`config.mk`:
```
export PLATFORM = sky130hd
export DESIGN_NAME = alu_issue_stage_flat
export DESIGN_NICKNAME = d
export VERILOG_FILES = /design/src/rtl/alu_issue_stage_if.sv /design/src/rtl/alu_issue_stage.sv /design/src/flat_wrapper.sv
export SDC_FILE = /design/constraint.sdc
export NUM_CORES = 1
export LEC_CHECK = 0
export BUFFER_PORTS_ARGS = -buffer_cell sky130_fd_sc_hd__buf_2
export CORE_ASPECT_RATIO = 0.8
export CORE_UTILIZATION = 40
export DETAILED_ROUTE_END_ITERATION = 10
export GPL_TIMING_DRIVEN = 1
export RECOVER_POWER = 50
export SLEW_MARGIN = 0
export SYNTH_ARGS = -nofsm -noshare
export SYNTH_HDL_FRONTEND = slang
export SYNTH_SLANG_ARGS = --single-unit
```
`constraint.sdc`:
```
create_clock -name clk -period 9.15 [get_ports clk]
set_input_delay 0.4575 -clock clk [delete_from_list [all_inputs] [get_ports clk]]
set_output_delay 0.4575 -clock clk [all_outputs]
set_load 0.02 [all_outputs]
```
`src/rtl/alu_issue_stage_if.sv`:
```
// Request, ALU-drive and response signals of the ALU issue stage, bundled with
// a slave view for the stage and a master view for its environment.
interface alu_issue_stage_if #(
  parameter int unsigned WIDTH = 128,
  parameter int unsigned TAGW  = 4,
  parameter int unsigned DEPTH = 4
);
  localparam int unsigned LW = $clog2(DEPTH) + 1;

  logic             req_valid;
  logic             req_ready;
  logic [3:0]       req_opcode;
  logic [WIDTH-1:0] req_a;
  logic [WIDTH-1:0] req_b;
  logic [4:0]       req_shift;
  logic [TAGW-1:0]  req_tag;

  logic [3:0]       alu_opcode;
  logic [WIDTH-1:0] alu_input1;
  logic [WIDTH-1:0] alu_input2;
  logic [4:0]       alu_shift;
  logic [WIDTH-1:0] alu_result;
  logic             alu_carry;
  logic             alu_zero;
  logic             alu_sign;

  logic             rsp_valid;
  logic             rsp_ready;
  logic [WIDTH-1:0] rsp_result;
  logic [2:0]       rsp_flags;
  logic [TAGW-1:0]  rsp_tag;
  logic             rsp_illegal;

  logic [LW-1:0]    level;

  modport slave (
    input  req_valid, req_opcode, req_a, req_b, req_shift, req_tag,
    input  alu_result, alu_carry, alu_zero, alu_sign,
    input  rsp_ready,
    output req_ready,
    output alu_opcode, alu_input1, alu_input2, alu_shift,
    output rsp_valid, rsp_result, rsp_flags, rsp_tag, rsp_illegal,
    output level
  );

  modport master (
    output req_valid, req_opcode, req_a, req_b, req_shift, req_tag,
    output alu_result, alu_carry, alu_zero, alu_sign,
    output rsp_ready,
    input  req_ready,
    input  alu_opcode, alu_input1, alu_input2, alu_shift,
    input  rsp_valid, rsp_result, rsp_flags, rsp_tag, rsp_illegal,
    input  level
  );
endinterface

```
`src/rtl/alu_issue_stage.sv`:
```
// Issue stage for the combinational ALU: request FIFO whose head drives the ALU,
// and a registered valid/ready response slot capturing the ALU result and flags.
module alu_issue_stage #(
  parameter int unsigned WIDTH = 128,
  parameter int unsigned TAGW  = 4,
  parameter int unsigned DEPTH = 4
) (
  input logic             clk,
  input logic             rst_n,
  alu_issue_stage_if.slave bus
);
  localparam int unsigned PW = $clog2(DEPTH);
  localparam int unsigned LW = PW + 1;
  localparam logic [LW-1:0] DepthLvl = LW'(DEPTH);

  logic [3:0]       op_mem  [DEPTH];
  logic [WIDTH-1:0] a_mem   [DEPTH];
  logic [WIDTH-1:0] b_mem   [DEPTH];
  logic [4:0]       sh_mem  [DEPTH];
  logic [TAGW-1:0]  tag_mem [DEPTH];

  logic [PW-1:0]    wr_ptr_q, wr_ptr_d, rd_ptr_q, rd_ptr_d;
  logic [LW-1:0]    level_q, level_d;
  logic             rsp_valid_q, rsp_valid_d;
  logic [WIDTH-1:0] rsp_result_q, rsp_result_d;
  logic [2:0]       rsp_flags_q, rsp_flags_d;
  logic [TAGW-1:0]  rsp_tag_q, rsp_tag_d;
  logic             rsp_illegal_q, rsp_illegal_d;

  logic head_vld, req_ready, push, capture, head_illegal;

  // req_ready looks only at registered occupancy, so a full FIFO never
  // accepts a push in the same cycle that it pops.
  always_comb begin
    head_vld     = (level_q != '0);
    req_ready    = (level_q < DepthLvl);
    push         = bus.req_valid & req_ready;
    capture      = head_vld & (~rsp_valid_q | bus.rsp_ready);
    head_illegal = (op_mem[rd_ptr_q] > 4'd10);
  end

  always_comb begin
    bus.req_ready   = req_ready;
    bus.level       = level_q;
    bus.rsp_valid   = rsp_valid_q;
    bus.rsp_result  = rsp_result_q;
    bus.rsp_flags   = rsp_flags_q;
    bus.rsp_tag     = rsp_tag_q;
    bus.rsp_illegal = rsp_illegal_q;
    bus.alu_opcode  = '0;
    bus.alu_input1  = '0;
    bus.alu_input2  = '0;
    bus.alu_shift   = '0;
    if (head_vld) begin
      bus.alu_opcode = op_mem[rd_ptr_q];
      bus.alu_input1 = a_mem[rd_ptr_q];
      bus.alu_input2 = b_mem[rd_ptr_q];
      bus.alu_shift  = sh_mem[rd_ptr_q];
    end
  end

  always_comb begin
    wr_ptr_d = push    ? wr_ptr_q + 1'b1 : wr_ptr_q;
    rd_ptr_d = capture ? rd_ptr_q + 1'b1 : rd_ptr_q;
    case ({push, capture})
      2'b10:   level_d = level_q + LW'(1);
      2'b01:   level_d = level_q - LW'(1);
      default: level_d = level_q;
    endcase
  end

  always_comb begin
    rsp_valid_d   = rsp_valid_q;
    rsp_result_d  = rsp_result_q;
    rsp_flags_d   = rsp_flags_q;
    rsp_tag_d     = rsp_tag_q;
    rsp_illegal_d = rsp_illegal_q;
    if (capture) begin
      rsp_valid_d   = 1'b1;
      rsp_tag_d     = tag_mem[rd_ptr_q];
      rsp_illegal_d = head_illegal;
      if (head_illegal) begin
        // Undefined opcodes never reach a real ALU result: report zero.
        rsp_result_d = '0;
        rsp_flags_d  = 3'b010;
      end else begin
        rsp_result_d = bus.alu_result;
        rsp_flags_d  = {bus.alu_carry, bus.alu_zero, bus.alu_sign};
      end
    end else if (rsp_valid_q && bus.rsp_ready) begin
      rsp_valid_d = 1'b0;
    end
  end

  always_ff @(posedge clk) begin
    if (push) begin
      op_mem[wr_ptr_q]  <= bus.req_opcode;
      a_mem[wr_ptr_q]   <= bus.req_a;
      b_mem[wr_ptr_q]   <= bus.req_b;
      sh_mem[wr_ptr_q]  <= bus.req_shift;
      tag_mem[wr_ptr_q] <= bus.req_tag;
    end
  end

  always_ff @(posedge clk or negedge rst_n) begin
    if (!rst_n) begin
      wr_ptr_q      <= '0;
      rd_ptr_q      <= '0;
      level_q       <= '0;
      rsp_valid_q   <= 1'b0;
      rsp_result_q  <= '0;
      rsp_flags_q   <= '0;
      rsp_tag_q     <= '0;
      rsp_illegal_q <= 1'b0;
    end else begin
      wr_ptr_q      <= wr_ptr_d;
      rd_ptr_q      <= rd_ptr_d;
      level_q       <= level_d;
      rsp_valid_q   <= rsp_valid_d;
      rsp_result_q  <= rsp_result_d;
      rsp_flags_q   <= rsp_flags_d;
      rsp_tag_q     <= rsp_tag_d;
      rsp_illegal_q <= rsp_illegal_d;
    end
  end
endmodule
```
`src/flat_wrapper.sv`:
```
// flat-port wrapper written by rule: the top's interface ports become plain ports
module alu_issue_stage_flat 
#(
  parameter int unsigned WIDTH = 128,
  parameter int unsigned TAGW  = 4,
  parameter int unsigned DEPTH = 4
)
  (clk, rst_n, bus_req_valid, bus_req_opcode, bus_req_a, bus_req_b, bus_req_shift, bus_req_tag, bus_alu_result, bus_alu_carry, bus_alu_zero, bus_alu_sign, bus_rsp_ready, bus_req_ready, bus_alu_opcode, bus_alu_input1, bus_alu_input2, bus_alu_shift, bus_rsp_valid, bus_rsp_result, bus_rsp_flags, bus_rsp_tag, bus_rsp_illegal, bus_level);
  alu_issue_stage_if #(.WIDTH(WIDTH), .TAGW(TAGW), .DEPTH(DEPTH)) bus_i ();
  input logic clk;
  input logic rst_n;
  input wire logic [$bits(bus_i.req_valid)-1:0] bus_req_valid;
  input wire logic [$bits(bus_i.req_opcode)-1:0] bus_req_opcode;
  input wire logic [$bits(bus_i.req_a)-1:0] bus_req_a;
  input wire logic [$bits(bus_i.req_b)-1:0] bus_req_b;
  input wire logic [$bits(bus_i.req_shift)-1:0] bus_req_shift;
  input wire logic [$bits(bus_i.req_tag)-1:0] bus_req_tag;
  input wire logic [$bits(bus_i.alu_result)-1:0] bus_alu_result;
  input wire logic [$bits(bus_i.alu_carry)-1:0] bus_alu_carry;
  input wire logic [$bits(bus_i.alu_zero)-1:0] bus_alu_zero;
  input wire logic [$bits(bus_i.alu_sign)-1:0] bus_alu_sign;
  input wire logic [$bits(bus_i.rsp_ready)-1:0] bus_rsp_ready;
  output wire logic [$bits(bus_i.req_ready)-1:0] bus_req_ready;
  output wire logic [$bits(bus_i.alu_opcode)-1:0] bus_alu_opcode;
  output wire logic [$bits(bus_i.alu_input1)-1:0] bus_alu_input1;
  output wire logic [$bits(bus_i.alu_input2)-1:0] bus_alu_input2;
  output wire logic [$bits(bus_i.alu_shift)-1:0] bus_alu_shift;
  output wire logic [$bits(bus_i.rsp_valid)-1:0] bus_rsp_valid;
  output wire logic [$bits(bus_i.rsp_result)-1:0] bus_rsp_result;
  output wire logic [$bits(bus_i.rsp_flags)-1:0] bus_rsp_flags;
  output wire logic [$bits(bus_i.rsp_tag)-1:0] bus_rsp_tag;
  output wire logic [$bits(bus_i.rsp_illegal)-1:0] bus_rsp_illegal;
  output wire logic [$bits(bus_i.level)-1:0] bus_level;
  assign bus_i.req_valid = bus_req_valid;
  assign bus_i.req_opcode = bus_req_opcode;
  assign bus_i.req_a = bus_req_a;
  assign bus_i.req_b = bus_req_b;
  assign bus_i.req_shift = bus_req_shift;
  assign bus_i.req_tag = bus_req_tag;
  assign bus_i.alu_result = bus_alu_result;
  assign bus_i.alu_carry = bus_alu_carry;
  assign bus_i.alu_zero = bus_alu_zero;
  assign bus_i.alu_sign = bus_alu_sign;
  assign bus_i.rsp_ready = bus_rsp_ready;
  assign bus_req_ready = bus_i.req_ready;
  assign bus_alu_opcode = bus_i.alu_opcode;
  assign bus_alu_input1 = bus_i.alu_input1;
  assign bus_alu_input2 = bus_i.alu_input2;
  assign bus_alu_shift = bus_i.alu_shift;
  assign bus_rsp_valid = bus_i.rsp_valid;
  assign bus_rsp_result = bus_i.rsp_result;
  assign bus_rsp_flags = bus_i.rsp_flags;
  assign bus_rsp_tag = bus_i.rsp_tag;
  assign bus_rsp_illegal = bus_i.rsp_illegal;
  assign bus_level = bus_i.level;
  alu_issue_stage #(.WIDTH(WIDTH), .TAGW(TAGW), .DEPTH(DEPTH)) u_core (.clk(clk), .rst_n(rst_n), .bus(bus_i));
endmodule
```
==> reports/results.txt, run 1 <==
Status = complete, but fails checks
Violated checks = capacitance limit, slew limit
Quantity of gates resized following cts = 0
RePlAce Congestion = 0.801
Maxcap violations = 5
Hold path endpoint = u_core.bus.rsp_result[68]$_DFFE_PN0P_
Share of cells above drive strength 1 = 24.6%
Fin crit share = 63.7%
Antenna Nets Post-Route = 0
Nets = 3964
Largest net degree at the start of global routing = 264
Register area = 35900 um2
DR top layer = met5
Clk_skew = 0.0300 ns
Global-route wire length before repair = 182000 um
P_int = 12600 uW
Reg-to-reg startpoint = u_core.bus.level[2]$_DFFE_PN0P_
Post-Synthesis Cells = 2540
Final Max Tran Viols = 316
R2R setup slack = 3.86 ns
Area of the multi-input gates = 12300 um2
Max-slew headroom = -232%
Die ar. = 124000 um2
Post-Syn Area = 49100 um2
Worst-Margin Slew = 4.97 ns
Crit Path Max Fanout = 48
P_leak = 0.0204 uW
Average vias per placed instance = 5.28
H-tree levels = 3
Post-CTS Setup Bufs = 0
Fillcell total = 10200
Register area share after synthesis = 73.1%
Area contributors post-synth = edfxtp_1, mux4_2, dfrtp_1, or4b_1, nor2b_1
Setup violators final = 0
CTS root buf = clkbuf_16
Worst-path clk slew = 0.06 ns
Non-Filler Instances = 5287
Worst Setup End Kind = output pin
Via count = 27900
Clock share of power = 24.0%
Critical path class = flip-flop to output pin
Unrepaired setup endpoints after global routing = no
Fmax = 172 MHz
Drc violations = 0
Routed WL = 123000 um
Startpoint types = flip-flop
M1 WL = 50600 um
Worst R2R Path Depth = 4
Row Count = 114
Mapped Avg Cell Area = 19.3 um2
Num CTS Buffers = 120
Syn nets = 2950
Area grow syn2layout = 23.5%
Clock buffer depth = 3
Antenna violations before repair = 21
Gate power share = 38.3%
Number of I/O pins = 810
FF-to-FF End = u_core.a_mem[1][79]$_DFFE_PP_
Switching Power = 7290 uW
Hold path depth = 3
Setup total negative slack = 0 ns
Port bufs = 809
Yosys top cell by area = edfxtp_1
Share of the synthesized area in the top cell type = 65.7%
Post-route minimum period = 5.83 ns
Initial core utilization = 40.5%
EDFF count, synth = 1076
CTS tree = yes
Switch share = 36.6%
Fin Hold WS = 0.0952 ns
Placeable Area = 121000 um2
Crit path arrival time = 5.37 ns
WL met3 = 7770 um
Hold_sp = bus_alu_result[68]
Iteration-0 DRC Markers = 1750
Die H = 316 um
Final Hold Violating Endpoints = 0
TritonRoute pass-1 iters = 5
Hold Crit Class = primary input to flip-flop
Clock Sinks = 1220
Placed wire-length estimate = 75500 um
Synth Flop Type = edfxtp_1
Met2 WL = 61100 um
Gr usage total = 19.3%
Vias in the first global route = 28200
Die W = 394 um
Placed Cells = 4786
Pwr per Cell Area = 328 nW/um2
Peak supply drop = 215 uV
Clk Latency, worst-skew pair = 0.74 ns
Wirelength per Cell = 23.2 um
Worst Path Required = 8.69 ns
Fin util = 50.0%
Grt ovf = 0
Sequential power share = 37.6%
Synth warn = 0
Ys async rst share = 11.8%
Post-synthesis cell type count = 31
Register bit total from synthesis = 1220
[cell families after synthesis]
kind of cell / count (synthesis) / share of synthesized area, %
AO/OA/AOI/OAI: 266 / 3.40
XOR/XNOR: 6 / 0.107
AND/OR/NAND/NOR: 540 / 8.85
adder cells (fa/ha/maj): 6 / 0.168
multiplexers: 274 / 12.4
buffers and inverters: 228 / 1.95
flip-flops: 1220 / 73.1
[worst max-delay path by stage]
stage / from / end / cells after the start / slack [ns]
after global routing: u_core.rd_ptr_q[0]$_DFFE_PN0P_ / bus_alu_input1[65] / 5 / 2.60
after CTS: u_core.rd_ptr_q[0]$_DFFE_PN0P_ / bus_alu_input1[79] / 5 / 4.08
after floorplan: u_core.bus.level[2]$_DFFE_PN0P_ / u_core.a_mem[0][0]$_DFFE_PP_ / 3 / 1.53
after detailed placement: u_core.rd_ptr_q[0]$_DFFE_PN0P_ / bus_alu_input1[79] / 5 / 4.89
after global placement: u_core.rd_ptr_q[0]$_DFFE_PN0P_ / bus_alu_input1[79] / 5 / 4.93
final: u_core.rd_ptr_q[0]$_DFFE_PN0P_ / bus_alu_input1[60] / 5 / 3.32
[cells in the mapped netlist (2+ instances only)]
cell type and number:
xor2_1 3, inv_1 7, mux2_2 4, o21ai_0 131
or4b_1 232, dfrtp_1 144, clkbuf_1 167, or4_1 2
buf_2 29, or4b_2 28, buf_6 9, ha_1 5
o211ai_1 130, and2_1 5, nor2b_1 267, nor2_1 2
xnor2_1 3, buf_1 16, mux4_2 269, edfxtp_1 1076
[flip-flops by register name (all words and copies together), names as in the netlist]
name,flops
u_core.bus.rsp_flags,3
u_core.sh_mem,20
u_core.op_mem,16
u_core.bus.rsp_result,128
u_core.wr_ptr_q,2
u_core.bus.rsp_valid,1
u_core.rd_ptr_q,2
u_core.bus.level,3
u_core.a_mem,512
u_core.bus.rsp_tag,4
u_core.tag_mem,16
u_core.bus.rsp_illegal,1
u_core.b_mem,512
[power groups by stage]
| stage | sequential [uW] | combinational (uW) | clock, uW |
|---|---|---|---|
| 2_1_floorplan | 7980 | 4840 | 0 |
| 3_3_place_gp | 7560 | 7750 | 0 |
| 3_5_place_dp | 7590 | 7740 | 0 |
| 4_1_cts | 7480 | 7870 | 4890 |
| 5_1_grt | 7570 | 8170 | 5100 |
| 6_report | 7480 | 7620 | 4780 |
[critical path, cell delays in order, from the launching register on]
cell and delay (ns):
dfrtp_1 1.81, buf_4 0.84, buf_4 0.88, mux4_2 0.61
nor2b_1 0.15, buf_2 0.20
[layout by cell type (no fill, tap or decap), drive strengths merged, types with 2 or more instances in the layout]
cell type	netlist	final
diode	0	9
clkinv	0	53
mux4	269	269
or4b	260	260
xor2	3	3
bufinv	0	7
xnor2	3	3
nor2	2	2
mux2	4	4
or4	2	2
and2	5	5
ha	5	5
inv	7	10
dlygate4sd3	0	270
o21ai	131	131
edfxtp	1076	1076
clkbuf	167	570
o211ai	130	130
nor2b	267	267
buf	54	431
dfrtp	144	144
[metal layers]
metal	up-vias	GRT usage, %
met5	-	0
met4	18	5.33
met3	183	5.58
met2	741	32.4
met1	14400	24.5
li1	12500	-
[through the flow]
step | power (uW) | setup WS (ns) | cell area [um2]
5_1_grt | 20800 | 2.60 | 60700
3_3_place_gp | 15300 | 4.93 | 54700
3_5_place_dp | 15300 | 4.89 | 54700
2_1_floorplan | 12800 | 1.53 | 49100
4_1_cts | 20200 | 4.08 | 61200
6_report | 19900 | 3.32 | 60700
[layout make-up]
class | instances | share of cell area [%]
antenna | 9 | 0.0371
clock buffer | 158 | 5.32
clock inverter | 64 | 0.959
inverter | 7 | 0.0433
multi-input combinational | 1092 | 20.3
sequential | 1220 | 59.2
tap | 1624 | 3.35
timing repair buffer | 1113 | 10.9
[timing repair]
| action | in CTS | in global routing |
|---|---|---|
| hold buffers | 270 | 0 |
| endpoints found under the setup margin | 0 | 0 |
| hold endpoints to repair | 1157 | 0 |
Power figures use the tool's default switching activity.
==> inputs of run 2 (changes only) <==
- ABC_AREA: default -> 1
- clock period: 9.15 -> 5.6 ns (I/O delays scaled with it)
==> run 2 against run 1 <==
Largest cell class unchanged. Largest power group unchanged. The run still ends with capacitance limit, slew limit left. Die area decreased by 3.1%. Cell area decreased by 0.26%. Worst hold slack improved by 0.047 ns. Combinational power increased by 86%.
==> reports/results.txt, run 2 <==
CP max stage delay = 2.12 ns (+0.31 ns)
Die ar. = 120000 um2 (-3.1%)
Area grow syn2layout = 27.2%
Crit path from = u_core.bus.level[2]$_DFFE_PN0P_
Worst-Margin Slew = 3.21 ns (-1.76 ns)
Status = complete, but fails checks
Gr usage total = 22.2% (+2.9 points)
Fin crit share = 86.4%
Clock Sinks = 1220 (unchanged)
Mapped Avg Cell Area = 12.5 um2 (-35%)
Post-synth top cells = nor2_1, edfxtp_1, o21ai_0, nand2_1, a21oi_1
Placed wire-length estimate = 79200 um (+5.0%)
Number of I/O pins = 810 (unchanged)
Final Hold Violating Endpoints = 0 (unchanged)
Yosys top cell by area = edfxtp_1
Placeable Area = 117000 um2 (-3.4%)
Antenna Nets Post-Route = 0 (unchanged)
Synth Flop Type = edfxtp_1
Clk_skew = 0.0212 ns (-0.00878 ns)
Startpoint types = flip-flop
Global-route wire length before repair = 205000 um (+13%)
Drc violations = 0 (unchanged)
EDFF count, synth = 1076 (unchanged)
Violated checks = capacitance limit, slew limit
CP max stage cell = clkbuf_1
Fmax = 207 MHz
Vias in the first global route = 32600 (+15%)
Via count = 33100 (+19%)
Unrepaired setup endpoints after global routing = no
Register area share after synthesis = 75.5% (+2.4 points)
Crit Path Max Fanout = 39 (-19%)
Nets = 5348 (+35%)
Clock buffer depth = 3 (unchanged)
Routed WL = 137000 um (+11%)
Worst path cell trace = inv_1 > nand2_1 > nor2_1 > clkbuf_1 > buf_4
Worst-path clk slew = 0.06 ns (about the same)
Area contributors post-synth = edfxtp_1, nor2_1, dfrtp_1, o21ai_0, a21oi_1
Wirelength per Cell = 20.7 um (-11%)
Post-synthesis cell type count = 28 (-9.7%)
Register bit total from synthesis = 1220 (unchanged)
CTS tree = yes
Die H = 311 um (-1.6%)
Antenna violations before repair = 18 (-14%)
Die W = 388 um (-1.6%)
Critical path buffers and inverters = 3 (unchanged)
Iteration-0 DRC Markers = 2344 (+34%)
Post-Syn Area = 47600 um2 (-3.2%)
Clk Latency, worst-skew pair = 0.74 ns (about the same)
Final Max Tran Viols = 83 (-74%)
Initial core utilization = 40.6% (+0.087 points)
P_leak = 0.0220 uW (+7.8%)
Non-Filler Instances = 6597 (+25%)
Critical path class = flip-flop to flip-flop
Post-route minimum period = 4.84 ns
Num CTS Buffers = 120 (unchanged)
Row Count = 112 (-1.8%)
TritonRoute pass-1 iters = 6 (+1)
Count leader, synth = nor2_1
Average vias per placed instance = 5.01 (-5.0%)
Port bufs = 809 (unchanged)
Reg-to-reg startpoint = u_core.bus.level[2]$_DFFE_PN0P_
Crit path max-delay family = buffers and inverters
Pwr per Cell Area = 570 nW/um2 (+74%)
Largest net degree at the start of global routing = 227 (-14%)
Placed Cells = 5953 (+24%)
Peak supply drop = 652 uV (+200%)
Share of the synthesized area in the top cell type = 67.9% (+2.1 points)
Commonest non-fill, non-tap cells in the layout = nor2_1, edfxtp_1, clkbuf_1
Setup violators final = 0 (unchanged)
Maxcap violations = 2 (-3)
H-tree levels = 3 (unchanged)
CTS root buf = clkbuf_16
Post-Synthesis Cells = 3809 (+50%)
Grt ovf = 0 (unchanged)
Fin util = 51.6% (+1.6 points)
Synth warn = 0 (unchanged)
Worst Setup End Kind = flip-flop
Syn nets = 4219 (+43%)
RePlAce Congestion = 0.797 (-0.55%)
Share of cells above drive strength 1 = 14.2% (-10 points)
Worst Path Required = 6.00 ns (-2.69 ns)
Hold_sp = bus_req_valid
Ys async rst share = 11.8% (unchanged)
Crit path arrival time = 5.24 ns (-0.13 ns)
Max-slew headroom = -114% (+120 points)
Hold Crit Class = primary input to flip-flop
## run 2: final timing paths
check / slack (ns) / cells past startpoint / to
setup / recovery: 0.76 / 5 / u_core.b_mem[3][114]$_DFFE_PP_
hold / removal: 0.14 / 3 / u_core.wr_ptr_q[0]$_DFFE_PN0P_
setup reg to reg: 0.76 / 5 / u_core.b_mem[3][114]$_DFFE_PP_
hold reg to reg: 0.48 / 2 / u_core.bus.rsp_result[65]$_DFFE_PN0P_
max in group asynchronous: 1.79 / 3 / u_core.bus.rsp_result[62]$_DFFE_PN0P_
min in group asynchronous: 1.12 / 2 / u_core.rd_ptr_q[1]$_DFFE_PN0P_
## run 2: what timing repair did
action,in CTS,in global routing
endpoints found under the hold margin,1248,0
hold buffers,402,0
resized for setup,0,0
buffers inserted,0,0
## run 2: final cells by class
class,instances,area (um2)
fill,10200,56800
timing repair buffer,1257,8120
inverter,23,113
sequential,1220,35900
tap,1539,1930
clock inverter,81,882
clock buffer,145,3120
antenna,16,40.0
multi-input combinational,2316,10400
## run 2: per-layer routing
layer  track usage (%)  part of all wire [%]  up-vias
met3              5.32                   6.6      226
met5                 0                 0.039        -
met2              37.3                    49     1025
li1                  -                     -    15700
met4              8.52                   3.6       10
met1              27.8                    41    16100
## run 2: kinds of logic (layout without fill, tap and decap cells)
logic type / after synthesis / in the layout / share of synthesized area, %
adders and majority gates: 6 / 6 / 0.174
and+or+nand+nor: 1498 / 1498 / 13.0
xor gates and xnor gates: 4 / 4 / 0.0736
DFF: 1220 / 1220 / 75.5
other: 0 / 16 / 0
buffers and inverters: 273 / 1506 / 2.70
AOI/OAI and AO/OA: 808 / 808 / 8.54
## run 2: report_power, final
group | switching (uW) | internal (uW)
logic | 10300 | 3870
clock network | 3500 | 4680
registers | 639 | 11500
total | 14400 | 20100
## run 2: worst register-to-register path: stages (launching register included)
cell and delay [ns]:
dfrtp_1 0.39, inv_1 0.15, nand2_1 0.31, nor2_1 0.83, clkbuf_1 2.12, buf_4 0.68
## run 2: metrics by stage
stage	TNS [ns]	worst slack, ns	hold WS [ns]	power [uW]	cell area, um2
after floorplan	-3089.32	-2.87	-0.0156	21500	47600
after global placement	0	2.13	0.267	26400	53000
after detailed placement	0	2.10	0.269	26500	53000
after CTS	0	1.24	0.00270	35000	61100
after global routing	0	0.526	0.153	36400	60500
final	0	0.760	0.142	34500	60500
